File: config.mk
export PLATFORM = sky130hd
export DESIGN_NAME = axi_read_arbiter
export DESIGN_NICKNAME = d
export VERILOG_FILES = /design/src/rtl/axi_rd_pkg.sv /design/src/rtl/rr_arbiter.sv /design/src/rtl/axi_read_arbiter.sv
export SDC_FILE = /design/constraint.sdc
export NUM_CORES = 1
export LEC_CHECK = 0
export CAP_MARGIN = 25
export CORE_ASPECT_RATIO = 0.75
export CORE_MARGIN = 3
export CORE_UTILIZATION = 33
export DETAILED_ROUTE_END_ITERATION = 10
export GPL_TIMING_DRIVEN = 0
export PLACE_DENSITY = 0.86
export SLEW_MARGIN = 20
export SYNTH_ARGS = -nofsm -noshare
export SYNTH_HDL_FRONTEND = slang
export SYNTH_HIERARCHICAL = 1
export SYNTH_SLANG_ARGS = --single-unit
File: constraint.sdc
create_clock -name aclk -period 2.7 [get_ports aclk]
set_input_delay 0.54 -clock aclk [delete_from_list [all_inputs] [get_ports aclk]]
set_output_delay 0.54 -clock aclk [all_outputs]
set_load 0.1 [all_outputs]
File: src/rtl/axi_rd_pkg.sv
// Shared types and constants for the AXI read arbiter.
package axi_rd_pkg;

  typedef enum logic [1:0] {
    ST_IDLE = 2'b00,
    ST_ADDR = 2'b01,
    ST_DATA = 2'b10
  } arb_state_e;

  localparam logic [2:0] ARSIZE_4B   = 3'b010;
  localparam logic [1:0] BURST_FIXED = 2'b00;
  localparam logic [1:0] BURST_INCR  = 2'b01;

  // Index width for a master count; never below one bit.
  function automatic int idx_width(input int n);
    return (n > 1) ? $clog2(n) : 1;
  endfunction

endpackage

File: src/rtl/rr_arbiter.sv
// Round-robin selector: first requester at or after ptr, wrapping at N.
module rr_arbiter #(
  parameter int N     = 2,
  parameter int IDX_W = 1
) (
  input  logic [N-1:0]     req,
  input  logic [IDX_W-1:0] ptr,
  output logic [N-1:0]     grant,
  output logic [IDX_W-1:0] grant_idx,
  output logic             grant_vld
);

  logic [IDX_W-1:0] cand_s;

  // Walk the ring once starting at ptr and stop at the first request.
  always_comb begin
    grant     = '0;
    grant_idx = '0;
    grant_vld = 1'b0;
    cand_s    = ptr;
    for (int k = 0; k < N; k++) begin
      if (!grant_vld && req[cand_s]) begin
        grant_vld     = 1'b1;
        grant[cand_s] = 1'b1;
        grant_idx     = cand_s;
      end else begin
        grant_vld = grant_vld;
      end
      cand_s = (cand_s == IDX_W'(N - 1)) ? '0 : cand_s + IDX_W'(1);
    end
  end

endmodule

File: src/rtl/axi_read_arbiter.sv
// N-to-1 AXI read arbiter, one outstanding burst at a time.
// Optional macro AXI_RD_ARB_RID_CHECK_EN adds the sticky rid_err output.
module axi_read_arbiter
  import axi_rd_pkg::*;
#(
  parameter int NUM_MASTERS = 2,
  parameter int ADDR_W      = 32,
  parameter int DATA_W      = 32
) (
  input  logic                          aclk,
  input  logic                          aresetn,
  input  logic [NUM_MASTERS-1:0]        m_arvalid,
  input  logic [NUM_MASTERS*ADDR_W-1:0] m_araddr,
  input  logic [NUM_MASTERS*8-1:0]      m_arlen,
  input  logic [NUM_MASTERS*2-1:0]      m_arburst,
  output logic [NUM_MASTERS-1:0]        m_arready,
  output logic [DATA_W-1:0]             m_rdata,
  output logic [1:0]                    m_rresp,
  output logic [NUM_MASTERS-1:0]        m_rvalid,
  output logic [NUM_MASTERS-1:0]        m_rlast,
  input  logic [NUM_MASTERS-1:0]        m_rready,
  output logic [3:0]                    arid,
  output logic [ADDR_W-1:0]             araddr,
  output logic [7:0]                    arlen,
  output logic [2:0]                    arsize,
  output logic [1:0]                    arburst,
  output logic                          arvalid,
  input  logic                          arready,
  input  logic [3:0]                    rid,
  input  logic [DATA_W-1:0]             rdata,
  input  logic [1:0]                    rresp,
  input  logic                          rlast,
  input  logic                          rvalid,
  output logic                          rready
`ifdef AXI_RD_ARB_RID_CHECK_EN
  ,
  output logic                          rid_err
`endif
);

  localparam int IDX_W = idx_width(NUM_MASTERS);

  arb_state_e       state_q, state_d;
  logic [IDX_W-1:0] ptr_q, ptr_d;
  logic [IDX_W-1:0] owner_q, owner_d;
  logic [ADDR_W-1:0] addr_q, addr_d;
  logic [7:0]       len_q, len_d;
  logic [1:0]       burst_q, burst_d;
  logic [2:0]       size_q, size_d;

  logic [NUM_MASTERS-1:0] grant_s;
  logic [IDX_W-1:0]       grant_idx_s;
  logic                   grant_vld_s;
  logic [ADDR_W-1:0]      sel_addr_s;
  logic [7:0]             sel_len_s;
  logic [1:0]             sel_burst_s;

  rr_arbiter #(
    .N     (NUM_MASTERS),
    .IDX_W (IDX_W)
  ) u_rr (
    .req       (m_arvalid),
    .ptr       (ptr_q),
    .grant     (grant_s),
    .grant_idx (grant_idx_s),
    .grant_vld (grant_vld_s)
  );

  // One-hot AND-OR mux of the winning master's AR fields.
  always_comb begin
    sel_addr_s  = '0;
    sel_len_s   = '0;
    sel_burst_s = '0;
    for (int i = 0; i < NUM_MASTERS; i++) begin
      sel_addr_s  = sel_addr_s  | (m_araddr[i*ADDR_W +: ADDR_W] & {ADDR_W{grant_s[i]}});
      sel_len_s   = sel_len_s   | (m_arlen[i*8 +: 8]            & {8{grant_s[i]}});
      sel_burst_s = sel_burst_s | (m_arburst[i*2 +: 2]          & {2{grant_s[i]}});
    end
  end

  // Next-state logic: arbitrate in IDLE, hold AR until accepted, follow R until last beat.
  always_comb begin
    state_d = state_q;
    ptr_d   = ptr_q;
    owner_d = owner_q;
    addr_d  = addr_q;
    len_d   = len_q;
    burst_d = burst_q;
    size_d  = size_q;
    case (state_q)
      ST_IDLE: begin
        if (grant_vld_s) begin
          state_d = ST_ADDR;
          owner_d = grant_idx_s;
          addr_d  = sel_addr_s;
          len_d   = sel_len_s;
          burst_d = sel_burst_s;
          size_d  = ARSIZE_4B;
        end else begin
          state_d = ST_IDLE;
        end
      end
      ST_ADDR: begin
        if (arready) begin
          state_d = ST_DATA;
        end else begin
          state_d = ST_ADDR;
        end
      end
      ST_DATA: begin
        if (rvalid && rready && rlast) begin
          state_d = ST_IDLE;
          ptr_d   = (owner_q == IDX_W'(NUM_MASTERS - 1)) ? '0 : owner_q + IDX_W'(1);
        end else begin
          state_d = ST_DATA;
        end
      end
      default: begin
        state_d = ST_IDLE;
      end
    endcase
  end

  // State and captured request registers.
  always_ff @(posedge aclk or negedge aresetn) begin
    if (!aresetn) begin
      state_q <= ST_IDLE;
      ptr_q   <= '0;
      owner_q <= '0;
      addr_q  <= '0;
      len_q   <= 8'd0;
      burst_q <= 2'b00;
      size_q  <= 3'b000;
    end else begin
      state_q <= state_d;
      ptr_q   <= ptr_d;
      owner_q <= owner_d;
      addr_q  <= addr_d;
      len_q   <= len_d;
      burst_q <= burst_d;
      size_q  <= size_d;
    end
  end

  // Route handshakes to the owning master only; everyone else sees zeros.
  always_comb begin
    m_arready = '0;
    m_rvalid  = '0;
    m_rlast   = '0;
    rready    = 1'b0;
    case (state_q)
      ST_ADDR: begin
        m_arready[owner_q] = arready;
      end
      ST_DATA: begin
        m_rvalid[owner_q] = rvalid;
        m_rlast[owner_q]  = rlast;
        rready            = m_rready[owner_q];
      end
      default: begin
        rready = 1'b0;
      end
    endcase
  end

  assign arvalid = (state_q == ST_ADDR);
  assign arid    = 4'(owner_q);
  assign araddr  = addr_q;
  assign arlen   = len_q;
  assign arburst = burst_q;
  assign arsize  = size_q;

  // Broadcast data is forced low while reset is held so every output reads zero.
  assign m_rdata = aresetn ? rdata : '0;
  assign m_rresp = aresetn ? rresp : 2'b00;

`ifdef AXI_RD_ARB_RID_CHECK_EN
  logic rid_err_q;

  // Sticky flag for any accepted beat whose ID differs from the issued one.
  always_ff @(posedge aclk or negedge aresetn) begin
    if (!aresetn) begin
      rid_err_q <= 1'b0;
    end else if ((state_q == ST_DATA) && rvalid && rready && (rid != arid)) begin
      rid_err_q <= 1'b1;
    end else begin
      rid_err_q <= rid_err_q;
    end
  end

  assign rid_err = rid_err_q;
`else
  logic rid_unused_s;
  assign rid_unused_s = ^rid;
`endif

endmodule
==> impl_results.md, run 1 <==
- Status: complete, no violations
- Final core utilization: 0.690
- Die ar.: 0.00842 mm^2
- Avg WL per Cell: 16.7 um
- MaxCap Viol Count: 0
- Final setup fails: 0
- Crit share post-route: 0.977
- CTS tree: built
- Crit path time final: 2.64 ns
- Grt ovf: 0
- Post-route ant nets: 0
- Max Used Layer: met4
- Clk sinks: 47
- Pre-antenna DRT Iters: 4
- Worst-Skew Late Latency: 0.29 ns
- Min-Delay Path Class: in -> async
- Largest net degree at the start of global routing: 55
- Total number of vias: 2826
- Post-synth EDFFs: 0
- Simple-Gate Fraction of Synth Area: 0.193
- Fmax achieved: 0.379 GHz
- CTS Buf Count: 5
- Gr usage total: 0.228
- Crit-path max cell delay: 0.88 ns
- Synth Area in Compound Gates: 0.238
- CP delay by family, top: buffers and inverters
- Gp weighted congestion: 0.794
- Yosys warning count: 6
- Core Region: 0.00696 mm^2
- Worst Tran Pin Value: 1.00 ns
- Routed met2 length: 4.95 mm
- Setup Crit Path Kind: in -> out
- Area Growth Syn to Fin: 98.1%
- XOR/XNOR share of the synthesized area: 0
- CTS Buffer Depth: 2
- R2r setup slk: 0.96 ns
- Slowest CP cell: dlygate4sd2_1
- Max-slew violations: 0
- RR Endpoint: araddr[15]
- H-tree depth: 2
- Layout cells sized above 1: 0.119
- Library cells used by synthesis: 25
- Die width: 105 um
- Port Buffers: 212
- Post-DR vias/cell: 4.81
- Routed Wire Length: 9.81 mm
- Post-DP Area: 0.00469 mm^2
- Standard-cell rows: 26
- Clk_skew: 0.00921 ns
- Crit-path cells: clkdlybuf4s50_1, mux2i_1, nor2_1, dlygate4sd2_1
- DRC violations left: 0
- Sequential fraction of the synthesis area: 0.485
- First-pass GRT wire length: 15.3 mm
- Root Buffer: clkbuf_8
- Nets: 620
- VDD IR max: 1050 uV
- Hold Vio Cnt, Final: 0
- Critical Path RT: 2.16 ns
- Pleak: 2.00 nW
- Wire length on met1: 3.90 mm
- Final HPWL DP: 7.94 mm
- Reg2reg start: ptr_q
- Adder-cell share of the synthesized area: 0
- ANT cells: 0
- # fillers: 573
- Yosys reg bits: 47
- Clock slew at reported path FFs: 0.09 ns
- Initial antenna violation count: 0
- Critical Path End Type: output pin
- Mapped cell area: 0.00242 mm^2
- Worst Path Buf+Inv: 2
- Reg2reg path depth: 6
- Fin area: 0.00480 mm^2
- Largest family of logic cells by synthesized area: compound AO/OA/AOI/OAI gates
- Worst EP arrival: 2.10 ns
- Initial Utilization: 0.348
- IO Count: 222
- Total power: 0.00664 W
- Vias in the first global route: 2848
- Die extent in y: 80.2 um
- Nature of the critical path startpoint: input port
- Post-Syn Area per Cell: 9.11 um^2
- Synthesized instance count: 266
- DRT iter0 DRCs: 145
- PwrDens: 1380 mW/mm^2
- Slew margin rel.: 0.328
- Ys flop type: dfrtp_1
- Multiplexer area fraction after synthesis: 0.00878
- Unrepaired setup endpoints after global routing: false
- Post-synth ARST share: 1.00
- Crit-path max FO: 4
- Met3 wire len: 852 um
## routing by layer
metal,track usage,vias to the layer above
met5,0,-
met4,0.0472,0
met3,0.0755,8
met2,0.420,121
met1,0.260,1339
li1,-,1358
## power breakdown
part	leakage (nW)	switching (W)	internal [W]	total, W
Sequential	0.538	0.000204	0.00106	0.00127
Clock	0.0513	0.000224	0.000272	0.000496
Combinational	1.41	0.00370	0.00117	0.00488
## per-stage QoR
| stage | setup TNS, ns | hold WS, ns | instances | setup slack [ns] |
|---|---|---|---|---|
| final | 0 | 0.177 | 587 | 0.0624 |
| after global routing | 0 | 0.212 | 587 | 0.00120 |
| after CTS | 0 | 0.195 | 587 | 0.0694 |
| after detailed placement | -19.93 | 0.457 | 580 | -0.658 |
| after floorplan | 0 | 0.244 | 270 | 0.184 |
| after global placement | -91.96 | 0.467 | 580 | -2.18 |
## layout by cell type, fill, tap and decap left out, types with 2 or more instances in the layout
cell	Yosys	final
clkdlybuf4s50_1	0	170
dfrtp_1	47	47
nor2_1	46	45
a22oi_1	42	42
a21oi_1	42	42
and2_1	34	34
clkdlybuf4s15_2	0	21
clkbuf_1	13	14
dlygate4sd2_1	0	9
buf_2	5	7
buf_4	7	7
clkdlybuf4s18_2	0	7
nand2_1	5	5
buf_6	4	5
conb_1	1	5
clkbuf_8	0	5
and3_1	3	3
a21boi_0	3	3
inv_1	2	2
clkdlybuf4s15_1	0	2
## area by class of cell
type                            count  area (um^2)  area share
Buffer                             29          171      0.0357
Clock buffer                        6         72.6      0.0151
Clock inverter                      1         30.0     0.00625
Inverter                            2         7.51     0.00156
Multi-Input combinational cell    192         1090       0.228
Sequential cell                    47         1180       0.245
Tap cell                           98          123      0.0255
Timing Repair Buffer              212         2130       0.443
## worst register-to-register path: cells and delay by family (launching register included)
family                 cells  cell delay [ns]
DFF                        1             0.38
buffers and inverters      3             0.80
AOI/OAI and AO/OA          3             0.49
## worst max path at each step
stage	from	to	slack [ns]	depth (start not counted)
6_report	m_rready[0]	rready	0.06	4
5_1_grt	aresetn	m_rdata[24]	0.001	4
4_1_cts	m_rready[1]	rready	0.07	4
3_5_place_dp	aresetn	m_rdata[22]	-0.66	4
3_3_place_gp	aresetn	m_rdata[23]	-2.18	4
2_1_floorplan	state_q[1]	m_rlast[0]	0.18	3
## cells by family after synthesis
kind of cell,after synthesis
simple gates,94
compound gates,91
flops,47
buf+inv,31
mux,2
other cells,1
## repair_timing
| action | CTS | global route |
|---|---|---|
| setup buffers | 0 | 0 |
| gates resized for setup | 102 | 13 |
| hold buffers | 0 | 0 |
| gates cloned | 0 | 0 |
| pin swaps | 0 | 0 |
| endpoints found under the setup margin | 41 | 11 |
## sequential cells by signal, summed over array words and instances, names as in the netlist
register  cells
arburst       2
arsize        1
state_q       2
araddr       32
arlen         8
ptr_q         1
owner_q       1
## cell usage after synthesis, types with 2 or more instances
library cell / n / area (um^2)
clkbuf_1: 13 / 48.8
buf_4: 7 / 52.6
a21boi_0: 3 / 22.5
a22oi_1: 42 / 315
nand2_1: 5 / 18.8
dfrtp_1: 47 / 1180
inv_1: 2 / 7.51
and2_1: 34 / 213
nor2b_1: 2 / 12.5
a21oi_1: 42 / 210
buf_6: 4 / 45.0
buf_2: 5 / 25.0
nor2_1: 46 / 173
and3_1: 3 / 18.8
Note: power is estimated with default switching activity, not from simulation.
==> run 2: changes to the inputs <==
--- a/config.mk
+++ b/config.mk
@@ -7,8 +7,8 @@
 export LEC_CHECK = 0
 export CAP_MARGIN = 25
 export CORE_ASPECT_RATIO = 0.75
-export CORE_MARGIN = 3
 export CORE_UTILIZATION = 33
+export CTS_CLUSTER_DIAMETER = 100
 export DETAILED_ROUTE_END_ITERATION = 10
 export GPL_TIMING_DRIVEN = 0
 export PLACE_DENSITY = 0.86
==> impl_results.md, run 2 (same netlist as run 1, synthesis figures left out) <==
- GR met1 Demand/Resource: 0.309 (+0.0491)
- Total number of vias: 2772 (-1.9%)
- ANT cells: 0 (unchanged)
- Sw Share: 0.627 (+0.00429)
- Standard-cell rows: 26 (unchanged)
- Hold Vio Cnt, Final: 0 (unchanged)
- Min-Delay Path Class: in -> async
- Worst Tran Pin Value: 1.02 ns (+0.0172 ns)
- DRT iter0 DRCs: 109 (-25%)
- Reg2reg path depth: 5 (-1)
- RR Endpoint: arburst[0]
- Setup Crit Path Kind: in -> out
- CTS Buffer Depth: 2 (unchanged)
- VDD IR max: 994 uV (-5.7%)
- Switching power total: 0.00414 W (+0.26%)
- Crit path time final: 2.64 ns (+0.000152 ns)
- Final core utilization: 0.691 (+0.00126)
- Core Region: 0.00696 mm^2 (unchanged)
- Layout cells sized above 1: 0.124 (+0.00588)
- Nets: 620 (unchanged)
- Slew margin rel.: 0.317 (-0.0115)
- Die width: 101 um (-3.8%)
- Crit-path max cell delay: 0.87 ns (about the same)
- Clock power frac: 0.070 (-0.005)
- Nature of the critical path startpoint: input port
- DRC violations left: 0 (unchanged)
- Area Growth Syn to Fin: 98.5%
- Sequential share of power: 0.192 (about the same)
- Most common cell after layout, fill and taps aside: clkdlybuf4s50_1
- Critical Path End Type: output pin
- Gp weighted congestion: 0.875 (+10%)
- Busiest grt layer: met2
- IO Count: 222 (unchanged)
- Final setup fails: 0 (unchanged)
- Pre-antenna DRT Iters: 4 (unchanged)
- Clk sinks: 47 (unchanged)
- Crit-path max FO: 4 (unchanged)
- Total power: 0.00661 W (-0.43%)
- Seq. cell area: 0.00118 mm^2 (unchanged)
- Multi-input logic area: 0.00109 mm^2 (unchanged)
- Die ar.: 0.00769 mm^2 (-8.6%)
- Clock slew at reported path FFs: 0.09 ns (about the same)
- Pleak: 1.99 nW (-0.45%)
- Initial Utilization: 0.348 (unchanged)
- First-pass GRT wire length: 14.5 mm (-5.2%)
- Max reg flops: 32 (unchanged)
- Root Buffer: clkbuf_8
- Post-CTS Setup Bufs: 0 (unchanged)
- CTS Buf Count: 5 (unchanged)
- Avg WL per Cell: 16.1 um (-3.8%)
- Critical Path RT: 2.16 ns (about the same)
- Die extent in y: 76.2 um (-5.0%)
- Max-slew violations: 0 (unchanged)
- R2r setup slk: 0.92 ns (-0.04 ns)
- Clk_skew: 0.00720 ns (-0.00201 ns)
- MaxCap Viol Count: 0 (unchanged)
- Inst Count DP: 580 (unchanged)
- CTS tree: built
- Routed Wire Length: 9.45 mm (-3.6%)
- Most frequent cells in the layout: clkdlybuf4s50_1, dfrtp_1, nor2_1
- Port Buffers: 212 (unchanged)
- Hold slack final: 0.183 ns (+0.00568 ns)
- Pint: 0.00247 W (-1.6%)
- Vias in the first global route: 2801 (-1.7%)
- Reg2reg start: ptr_q
- H-tree depth: 2 (unchanged)
- Crit-path cells: clkdlybuf4s50_1, mux2i_1, nor2_1, dlygate4sd2_1
- # fillers: 574 (+0.17%)
- Fmax achieved: 0.379 GHz (about the same)
- Post-DR vias/cell: 4.71 (-2.1%)
- Met2 Usage GRT: 0.409 (-0.0111)
- M3 GR Usage: 0.0651 (-0.0104)
- PwrDens: 1370 mW/mm^2 (-0.61%)
- Combinational share of power: 0.739 (+0.004)
- Final HPWL DP: 7.48 mm (-5.8%)
- Unrepaired setup endpoints after global routing: false
- Worst EP arrival: 2.10 ns (about the same)
- Crit share post-route: 0.977 (about the same)
- Gr usage total: 0.244 (+0.0158)
- Largest net degree at the start of global routing: 55 (unchanged)
- Slowest CP cell: dlygate4sd2_1
- Status: complete, no violations
- Worst-Skew Late Latency: 0.29 ns (about the same)
- Post-route ant nets: 0 (unchanged)
- Fin cells: 588 (+0.17%)
- Grt ovf: 0 (unchanged)
- Initial antenna violation count: 0 (unchanged)
-- run 2: cell count changes in the layout (fill, tap and decap cells not counted), sizes merged --
cell / before / now
clkbuf: 19 / 22
clkinvlp: 0 / 1
bufinv: 1 / 0
clkdlybuf4s15: 23 / 30
dlygate4sd2: 9 / 7
buf: 19 / 18
clkdlybuf4s18: 7 / 1
-- run 2: metal layers --
metal | vias up | wire (um)
li1 | 1359 | -
met2 | 122 | 4460
met1 | 1274 | 4070
met3 | 17 | 747
met5 | - | 0
met4 | 0 | 182
-- run 2: timing repair --
item | in CTS | in global routing
endpoints found under the setup margin | 41 | 28
gates resized for setup | 102 | 11
hold buffers | 0 | 0
cloned | 0 | 0
-- run 2: power groups by stage --
stage	sequential, W	combinational, W	clock, W
after floorplan	0.00361	0.00130	0
after global placement	0.00126	0.00486	0
after detailed placement	0.00128	0.00491	0
after CTS	0.00127	0.00490	0.000479
after global routing	0.00132	0.00507	0.000509
final	0.00127	0.00488	0.000460
-- run 2: final cells by class --
cell class                      count  share of cell area
Inverter                            2             0.00156
Timing Repair Buffer              212               0.444
Sequential cell                    47               0.244
Buffer                             29              0.0356
Clock buffer                        7              0.0200
Tap cell                           98              0.0255
Clock inverter                      1             0.00156
Multi-Input combinational cell    192               0.227
-- run 2: how the worst max path moves through the flow --
| stage | slack [ns] | from | cells past startpoint | endpoint |
|---|---|---|---|---|
| 2_1_floorplan | 0.18 | state_q[1] | 3 | m_rlast[0] |
| 4_1_cts | 0.06 | state_q[1] | 3 | m_rlast[1] |
| 5_1_grt | 0.001 | state_q[1] | 3 | m_rlast[1] |
| 6_report | 0.06 | m_rready[1] | 4 | rready |
| 3_5_place_dp | -0.66 | aresetn | 4 | m_rdata[10] |
| 3_3_place_gp | -2.24 | aresetn | 4 | m_rdata[19] |
-- run 2: worst max-delay path, delay by kind of cell --
family	cells	cell delay [ns]
buffers and inverters	2	1.32
muxes	1	0.12
and+or+nand+nor	1	0.11
-- run 2: stage by stage --
step,setup TNS (ns),cell area (um^2),worst slack (ns)
after floorplan,0,2450,0.184
after global placement,-95.62,4690,-2.24
after detailed placement,-21.16,4690,-0.662
after CTS,0,4820,0.0574
after global routing,0,4810,0.00131
final,0,4810,0.0622
